$ cat config.mk
export PLATFORM = sky130hd
export DESIGN_NAME = mc_ctrl
export DESIGN_NICKNAME = d
export VERILOG_FILES = /design/src/rtl/mc_ctrl_pkg.sv /design/src/rtl/mc_ctrl_op_decode.sv /design/src/rtl/mc_ctrl.sv
export SDC_FILE = /design/constraint.sdc
export NUM_CORES = 1
export LEC_CHECK = 0
export ABC_AREA = 0
export CORE_MARGIN = 2
export CORE_UTILIZATION = 48
export CTS_CLUSTER_SIZE = 12
export DETAILED_ROUTE_END_ITERATION = 12
export GPL_ROUTABILITY_DRIVEN = 0
export PLACE_DENSITY = 0.81
export REMOVE_ABC_BUFFERS = 1
export SKIP_CTS_REPAIR_TIMING = 1
export SYNTH_ARGS = -nofsm -noshare
export SYNTH_HDL_FRONTEND = slang
export SYNTH_HIERARCHICAL = 1
export SYNTH_SLANG_ARGS = --single-unit
$ cat constraint.sdc
create_clock -name CLK -period 4 [get_ports CLK]
set_input_delay 0.4 -clock CLK [delete_from_list [all_inputs] [get_ports CLK]]
set_output_delay 0.4 -clock CLK [all_outputs]
set_load 0.01 [all_outputs]
$ cat src/rtl/mc_ctrl_pkg.sv
// mc_ctrl_pkg: shared definitions for the multi-cycle MIPS control sequencer.
// Holds the state codes, opcode/funct constants, instruction classes and the
// encodings of the PCSrc, ALUOp, RegDst and MemtoReg control fields.
package mc_ctrl_pkg;

  typedef enum logic [3:0] {
    FETCH   = 4'd0,
    DECODE  = 4'd1,
    EXE_R   = 4'd2,
    EXE_I   = 4'd3,
    MEM_ADR = 4'd4,
    MEM_RD  = 4'd5,
    MEM_WR  = 4'd6,
    WB_ALU  = 4'd7,
    WB_MEM  = 4'd8,
    BRANCH  = 4'd9,
    JUMP    = 4'd10,
    TRAP    = 4'd11
  } state_t;

  typedef enum logic [3:0] {
    CL_R, CL_IALU, CL_LW, CL_SW, CL_BR, CL_J, CL_JAL, CL_JR, CL_ILL
  } iclass_t;

  localparam logic [5:0] OP_RTYPE = 6'h00;
  localparam logic [5:0] OP_J     = 6'h02;
  localparam logic [5:0] OP_JAL   = 6'h03;
  localparam logic [5:0] OP_BEQ   = 6'h04;
  localparam logic [5:0] OP_BNE   = 6'h05;
  localparam logic [5:0] OP_ADDIU = 6'h09;
  localparam logic [5:0] OP_ORI   = 6'h0D;
  localparam logic [5:0] OP_LUI   = 6'h0F;
  localparam logic [5:0] OP_LW    = 6'h23;
  localparam logic [5:0] OP_SW    = 6'h2B;
  localparam logic [5:0] FN_JR    = 6'h08;

  localparam logic [1:0] PCSRC_PC4 = 2'b00;
  localparam logic [1:0] PCSRC_BR  = 2'b01;
  localparam logic [1:0] PCSRC_J   = 2'b10;
  localparam logic [1:0] PCSRC_JR  = 2'b11;

  localparam logic [2:0] ALU_ADD   = 3'b000;
  localparam logic [2:0] ALU_SUB   = 3'b001;
  localparam logic [2:0] ALU_FUNCT = 3'b010;
  localparam logic [2:0] ALU_OR    = 3'b011;
  localparam logic [2:0] ALU_LUI   = 3'b100;

  localparam logic [1:0] REGDST_RT = 2'b00;
  localparam logic [1:0] REGDST_RD = 2'b01;
  localparam logic [1:0] REGDST_RA = 2'b10;

  localparam logic [1:0] M2R_ALU = 2'b00;
  localparam logic [1:0] M2R_MDR = 2'b01;
  localparam logic [1:0] M2R_PC  = 2'b10;

endpackage

$ cat src/rtl/mc_ctrl_op_decode.sv
// mc_ctrl_op_decode: combinational instruction classifier.
// Ports:
//   Op, Funct  : opcode and funct fields of the instruction register
//   Cls        : instruction class (R, I-ALU, LW, SW, BR, J, JAL, JR, ILL)
//   IAluOp     : ALU operation used by the I-type ALU execute step
module mc_ctrl_op_decode
  import mc_ctrl_pkg::*;
(
  input  logic [5:0] Op,
  input  logic [5:0] Funct,
  output iclass_t    Cls,
  output logic [2:0] IAluOp
);

  always_comb begin
    Cls    = CL_ILL;
    IAluOp = ALU_ADD;
    case (Op)
      OP_RTYPE: Cls = (Funct == FN_JR) ? CL_JR : CL_R;
      OP_LW:    Cls = CL_LW;
      OP_SW:    Cls = CL_SW;
      OP_BEQ,
      OP_BNE:   Cls = CL_BR;
      OP_ADDIU: Cls = CL_IALU;
      OP_ORI: begin
        Cls    = CL_IALU;
        IAluOp = ALU_OR;
      end
      OP_LUI: begin
        Cls    = CL_IALU;
        IAluOp = ALU_LUI;
      end
      OP_J:     Cls = CL_J;
      OP_JAL:   Cls = CL_JAL;
      default:  Cls = CL_ILL;
    endcase
  end

endmodule

$ cat src/rtl/mc_ctrl.sv
// mc_ctrl: multi-cycle control sequencer for the MIPS core.
// Ports:
//   CLK, RST            : clock, synchronous active-high reset
//   Op, Funct, Zero     : instruction fields and ALU zero flag from the datapath
//   MemReady            : memory completes the current access this cycle
//   PCWrite, PCSrc      : PC load enable and next-PC select
//   IRWrite, IorD       : instruction register load, memory address select
//   MemRead, MemWrite   : memory strobes
//   RegWrite, RegDst,
//   MemtoReg            : register-file write controls
//   ALUSrcA, ALUSrcB,
//   ALUOp               : ALU operand/operation selects
//   Trap                : illegal opcode seen, held until reset
//   State, InstrCnt     : debug state and retired-instruction counter
//
// state   | meaning
// FETCH   | read instruction at PC, load IR and PC+4 on MemReady
// DECODE  | classify opcode, precompute branch target
// EXE_R   | R-type ALU operation
// EXE_I   | I-type ALU operation
// MEM_ADR | compute load/store address
// MEM_RD  | data read, held until MemReady
// MEM_WR  | data write, held until MemReady
// WB_ALU  | write ALU result to register file
// WB_MEM  | write loaded data to register file
// BRANCH  | compare and conditionally load branch target
// JUMP    | j / jal / jr
// TRAP    | illegal opcode, exit only on reset
module mc_ctrl
  import mc_ctrl_pkg::*;
#(
  parameter state_t RESET_STATE = FETCH
) (
  input  logic        CLK,
  input  logic        RST,
  input  logic [5:0]  Op,
  input  logic [5:0]  Funct,
  input  logic        Zero,
  input  logic        MemReady,
  output logic        PCWrite,
  output logic [1:0]  PCSrc,
  output logic        IRWrite,
  output logic        IorD,
  output logic        MemRead,
  output logic        MemWrite,
  output logic        RegWrite,
  output logic [1:0]  RegDst,
  output logic [1:0]  MemtoReg,
  output logic        ALUSrcA,
  output logic [1:0]  ALUSrcB,
  output logic [2:0]  ALUOp,
  output logic        Trap,
  output logic [3:0]  State,
  output logic [31:0] InstrCnt
);

  state_t     state, next_state;
  iclass_t    cls;
  logic [2:0] i_aluop;

  mc_ctrl_op_decode u_op_decode (
    .Op     (Op),
    .Funct  (Funct),
    .Cls    (cls),
    .IAluOp (i_aluop)
  );

  // An instruction retires whenever control returns to FETCH from elsewhere.
  always_ff @(posedge CLK) begin
    if (RST) begin
      state    <= RESET_STATE;
      InstrCnt <= 32'd0;
    end else begin
      state <= next_state;
      if (state != FETCH && next_state == FETCH)
        InstrCnt <= InstrCnt + 32'd1;
    end
  end

  always_comb begin
    next_state = FETCH;
    case (state)
      FETCH:   next_state = MemReady ? DECODE : FETCH;
      DECODE: begin
        case (cls)
          CL_R:             next_state = EXE_R;
          CL_IALU:          next_state = EXE_I;
          CL_LW, CL_SW:     next_state = MEM_ADR;
          CL_BR:            next_state = BRANCH;
          CL_J, CL_JAL,
          CL_JR:            next_state = JUMP;
          default:          next_state = TRAP;
        endcase
      end
      EXE_R:   next_state = WB_ALU;
      EXE_I:   next_state = WB_ALU;
      MEM_ADR: next_state = (cls == CL_SW) ? MEM_WR : MEM_RD;
      MEM_RD:  next_state = MemReady ? WB_MEM : MEM_RD;
      MEM_WR:  next_state = MemReady ? FETCH : MEM_WR;
      WB_ALU:  next_state = FETCH;
      WB_MEM:  next_state = FETCH;
      BRANCH:  next_state = FETCH;
      JUMP:    next_state = FETCH;
      TRAP:    next_state = TRAP;
      default: next_state = FETCH;
    endcase
  end

  always_comb begin
    PCWrite  = 1'b0;
    PCSrc    = PCSRC_PC4;
    IRWrite  = 1'b0;
    IorD     = 1'b0;
    MemRead  = 1'b0;
    MemWrite = 1'b0;
    RegWrite = 1'b0;
    RegDst   = REGDST_RT;
    MemtoReg = M2R_ALU;
    ALUSrcA  = 1'b0;
    ALUSrcB  = 2'b00;
    ALUOp    = ALU_ADD;
    Trap     = 1'b0;
    case (state)
      FETCH: begin
        MemRead = 1'b1;
        IRWrite = MemReady;
        PCWrite = MemReady;
      end
      DECODE:  ALUSrcB = 2'b11;
      EXE_R: begin
        ALUSrcA = 1'b1;
        ALUOp   = ALU_FUNCT;
      end
      EXE_I: begin
        ALUSrcA = 1'b1;
        ALUSrcB = 2'b10;
        ALUOp   = i_aluop;
      end
      MEM_ADR: begin
        ALUSrcA = 1'b1;
        ALUSrcB = 2'b10;
      end
      MEM_RD: begin
        IorD    = 1'b1;
        MemRead = 1'b1;
      end
      MEM_WR: begin
        IorD     = 1'b1;
        MemWrite = 1'b1;
      end
      WB_ALU: begin
        RegWrite = 1'b1;
        RegDst   = (cls == CL_R) ? REGDST_RD : REGDST_RT;
      end
      WB_MEM: begin
        RegWrite = 1'b1;
        MemtoReg = M2R_MDR;
      end
      BRANCH: begin
        ALUSrcA = 1'b1;
        ALUOp   = ALU_SUB;
        PCSrc   = PCSRC_BR;
        PCWrite = (Op == OP_BNE) ? ~Zero : Zero;
      end
      JUMP: begin
        PCWrite = 1'b1;
        PCSrc   = (cls == CL_JR) ? PCSRC_JR : PCSRC_J;
        // PC already holds the return address, so jal links it directly.
        if (cls == CL_JAL) begin
          RegWrite = 1'b1;
          RegDst   = REGDST_RA;
          MemtoReg = M2R_PC;
        end
      end
      TRAP:    Trap = 1'b1;
      default: ;
    endcase
    // Abandon any in-flight transaction while reset is held.
    if (RST) begin
      PCWrite  = 1'b0;
      IRWrite  = 1'b0;
      MemRead  = 1'b0;
      MemWrite = 1'b0;
      RegWrite = 1'b0;
    end
  end

  assign State = state;

endmodule

==> qor.yml <==
setup_violations: 0
hold_viol_final: 0
drt_wl_total_mm: 6.26
ys_ff_latch: 36
htreeDepth: 2
pwr_density_cell_mw_per_mm2: 430
synth.most_common_cell: "nor2_1"
design_area_sq_mm: 0.00331
startpoint_type: "input port"
setup_tns_ns: 0
cts_sinks: 36
hold_end: "InstrCnt[31]"
synth_async_sr_flop_share_pct: 0
r2r-end: "InstrCnt[22]"
ys_dominant_reg_cell: "dfxtp_1"
yosys-top-cells-count: "nor2_1 (48), dfxtp_1 (36), xnor2_1 (27)"
ys_top_cells_by_area: "dfxtp_1 (29%), xnor2_1 (9.7%), nor2_1 (7.4%), nor4_2 (4.1%), nor3_1 (3.7%)"
whs_ns: 0.527
cp_cell_sequence: "clkdlybuf4s50_1 -> nor3_1 -> nand3_1 -> o31ai_1 -> nand3b_1 -> or3_1 -> a21oi_1 -> clkdlybuf4s50_1"
fin_crit_sh_pct: 93.0
rr_worst_depth: 6
slew_violations: 0
portBuffers: 70
antenna_found_initial: 0
insertedDiodeCount: 0
vias: 2454
area_growth_pct: 35.5
synth_edf_count: 0
min-delay-start: "InstrCnt[31]"
drtAntennaViolNets: 0
drive_gt1_share_pct: 8.65
min_period_ns: 3.72
crit_buf_inv: 2
cp_slowest_cell: "o31ai_1"
p_leak_nw: 1.02
grt-ovfl-total: 0
die_w_um: 75.4
root_buffer: "clkbuf_8"
ios: 71
arrival_ns: 3.32
clk_path_buf_depth: 2
fmax_ghz: 0.269
rsz0062_at_grt: "no"
coreArea_sq_mm: 0.00482
status: "complete, no violations"
holdCritPathClass: "reg -> reg"
dpl.hpwl_mm: 4.52
tightest_slew_ns: 0.829
clkSlewWorstSetupHoldPaths_ns: 0.07
post_synth_instance_area_sq_mm: 0.00244
grt_use_total_pct: 23.4
numCtsBuffers: 5
crit_path_end_kind: "output pin"
synth_top_area_share_pct: 29.5
num_rows: 25
ys.warnings.count: 6
final_util_pct: 68.7
crit_required_ns: 3.60
place_area_sq_mm: 0.00318
maxCapViolations: 0
crit_fanout: 10
yosysSeqAreaShare_pct: 29.5
fillers: 434
slowest_delay_ns: 0.64
cts_tree: "built"
vdd_drop_max_v: 0.000302
worst-path-stages: 8
hold_depth: 2
wire_per_inst_um: 14.3
fin_nets: 386
grt_max_degree: 41
syn_inst: 302
grt_pass1_wl_mm: 10.4
r2r_slack_ns: 1.46
r2r_start: "State[1]"
drt_iter0_markers: 206
worstSetupPathType: "in -> out"
yosysTopAreaCell: "dfxtp_1"
drt-pass1-iter-count: 4
cp_common_cell: "clkdlybuf4s50_1"
grt_pass1_vias: 2286
relSlewSlack_pct: 44.6
clk_latency_ns: 0.29
start_util_pct: 50.7
synth.distinct_cells: 57
total_power_w: 0.00142
dieArea_sq_mm: 0.00568
drcViolationCount: 0
die_h_um: 75.4
cp_top_family: "buffers and inverters"
finalClockSkew_ns: 0.00566
avgSynthCellArea_sq_um: 8.09
vias_per_cell: 5.62
[final cells by class]
class | instances | area, sq um | area share, %
Tap cell | 67 | 83.8 | 2.53
Multi-Input combinational cell | 243 | 1620 | 48.8
Inverter | 9 | 33.8 | 1.02
Clock buffer | 7 | 96.3 | 2.91
Clock inverter | 1 | 30.0 | 0.907
Timing Repair Buffer | 74 | 731 | 22.1
Sequential cell | 36 | 721 | 21.8
[logic make-up (layout without fill, tap and decap cells)]
kind of cell / after synthesis / count (layout) / synth area share, %
xor+xnor: 29 / 29 / 10.4
simple gates: 176 / 176 / 43.2
mux: 5 / 5 / 2.30
buf+inv: 23 / 91 / 4.40
fa+ha+maj: 2 / 2 / 0.922
flops: 36 / 36 / 29.5
compound gates: 31 / 31 / 9.27
[worst max-delay path by stage]
stage | startpoint | endpoint | slack, ns
after floorplan | Funct[2] | InstrCnt[13] | 0.79
after global placement | Op[2] | InstrCnt[30] | 0.32
after detailed placement | Op[0] | InstrCnt[22] | 0.15
after CTS | Op[0] | PCSrc[0] | 0.33
after global routing | Op[0] | InstrCnt[22] | 0.007
final | Op[0] | PCSrc[0] | 0.28
[tightest hold or removal path: cells and delay by family, from the launching register on]
family           cells  cell delay (ns)
flip-flops           1             0.35
AND/OR/NAND/NOR      1             0.07
XOR/XNOR             1             0.08
[state kept, by name, indices dropped and copies added, names as in the netlist]
name / count
State: 4
InstrCnt: 32
[cell usage in the layout, fill, tap and decap left out, types with 5 or more instances in the layout]
cell | netlist | layout
clkdlybuf4s50_1 | 0 | 70
nor2_1 | 48 | 48
dfxtp_1 | 36 | 36
xnor2_1 | 27 | 27
nor3_1 | 18 | 18
nand2_1 | 16 | 16
nand3_1 | 15 | 15
nor4_1 | 13 | 13
inv_1 | 9 | 9
nand2b_1 | 8 | 8
nor4_2 | 8 | 8
nand4_1 | 8 | 8
a21oi_1 | 7 | 7
nor2b_1 | 7 | 7
clkbuf_8 | 0 | 7
o21ai_0 | 6 | 6
and4_1 | 5 | 5
nor4b_1 | 5 | 5
[layer usage]
metal  track usage [%]  part of all wire [%]
met5                 0                     0
met4              9.75                   1.1
met3              3.57                   5.8
met2              38.0                    47
met1              31.0                    46
[power by group]
| group | total, W | internal (W) | switching (W) | leakage, nW |
|---|---|---|---|---|
| sequential | 0.000452 | 0.000380 | 0.0000727 | 0.291 |
| clock | 0.000353 | 0.000220 | 0.000133 | 0.0645 |
| combinational | 0.000617 | 0.000259 | 0.000358 | 0.664 |
[through the flow]
step,worst slack [ns],std cells
2_1_floorplan,0.790,288
3_3_place_gp,0.315,429
3_5_place_dp,0.151,429
4_1_cts,0.335,437
5_1_grt,0.00745,437
6_report,0.279,437
Power figures use the tool's default switching activity.
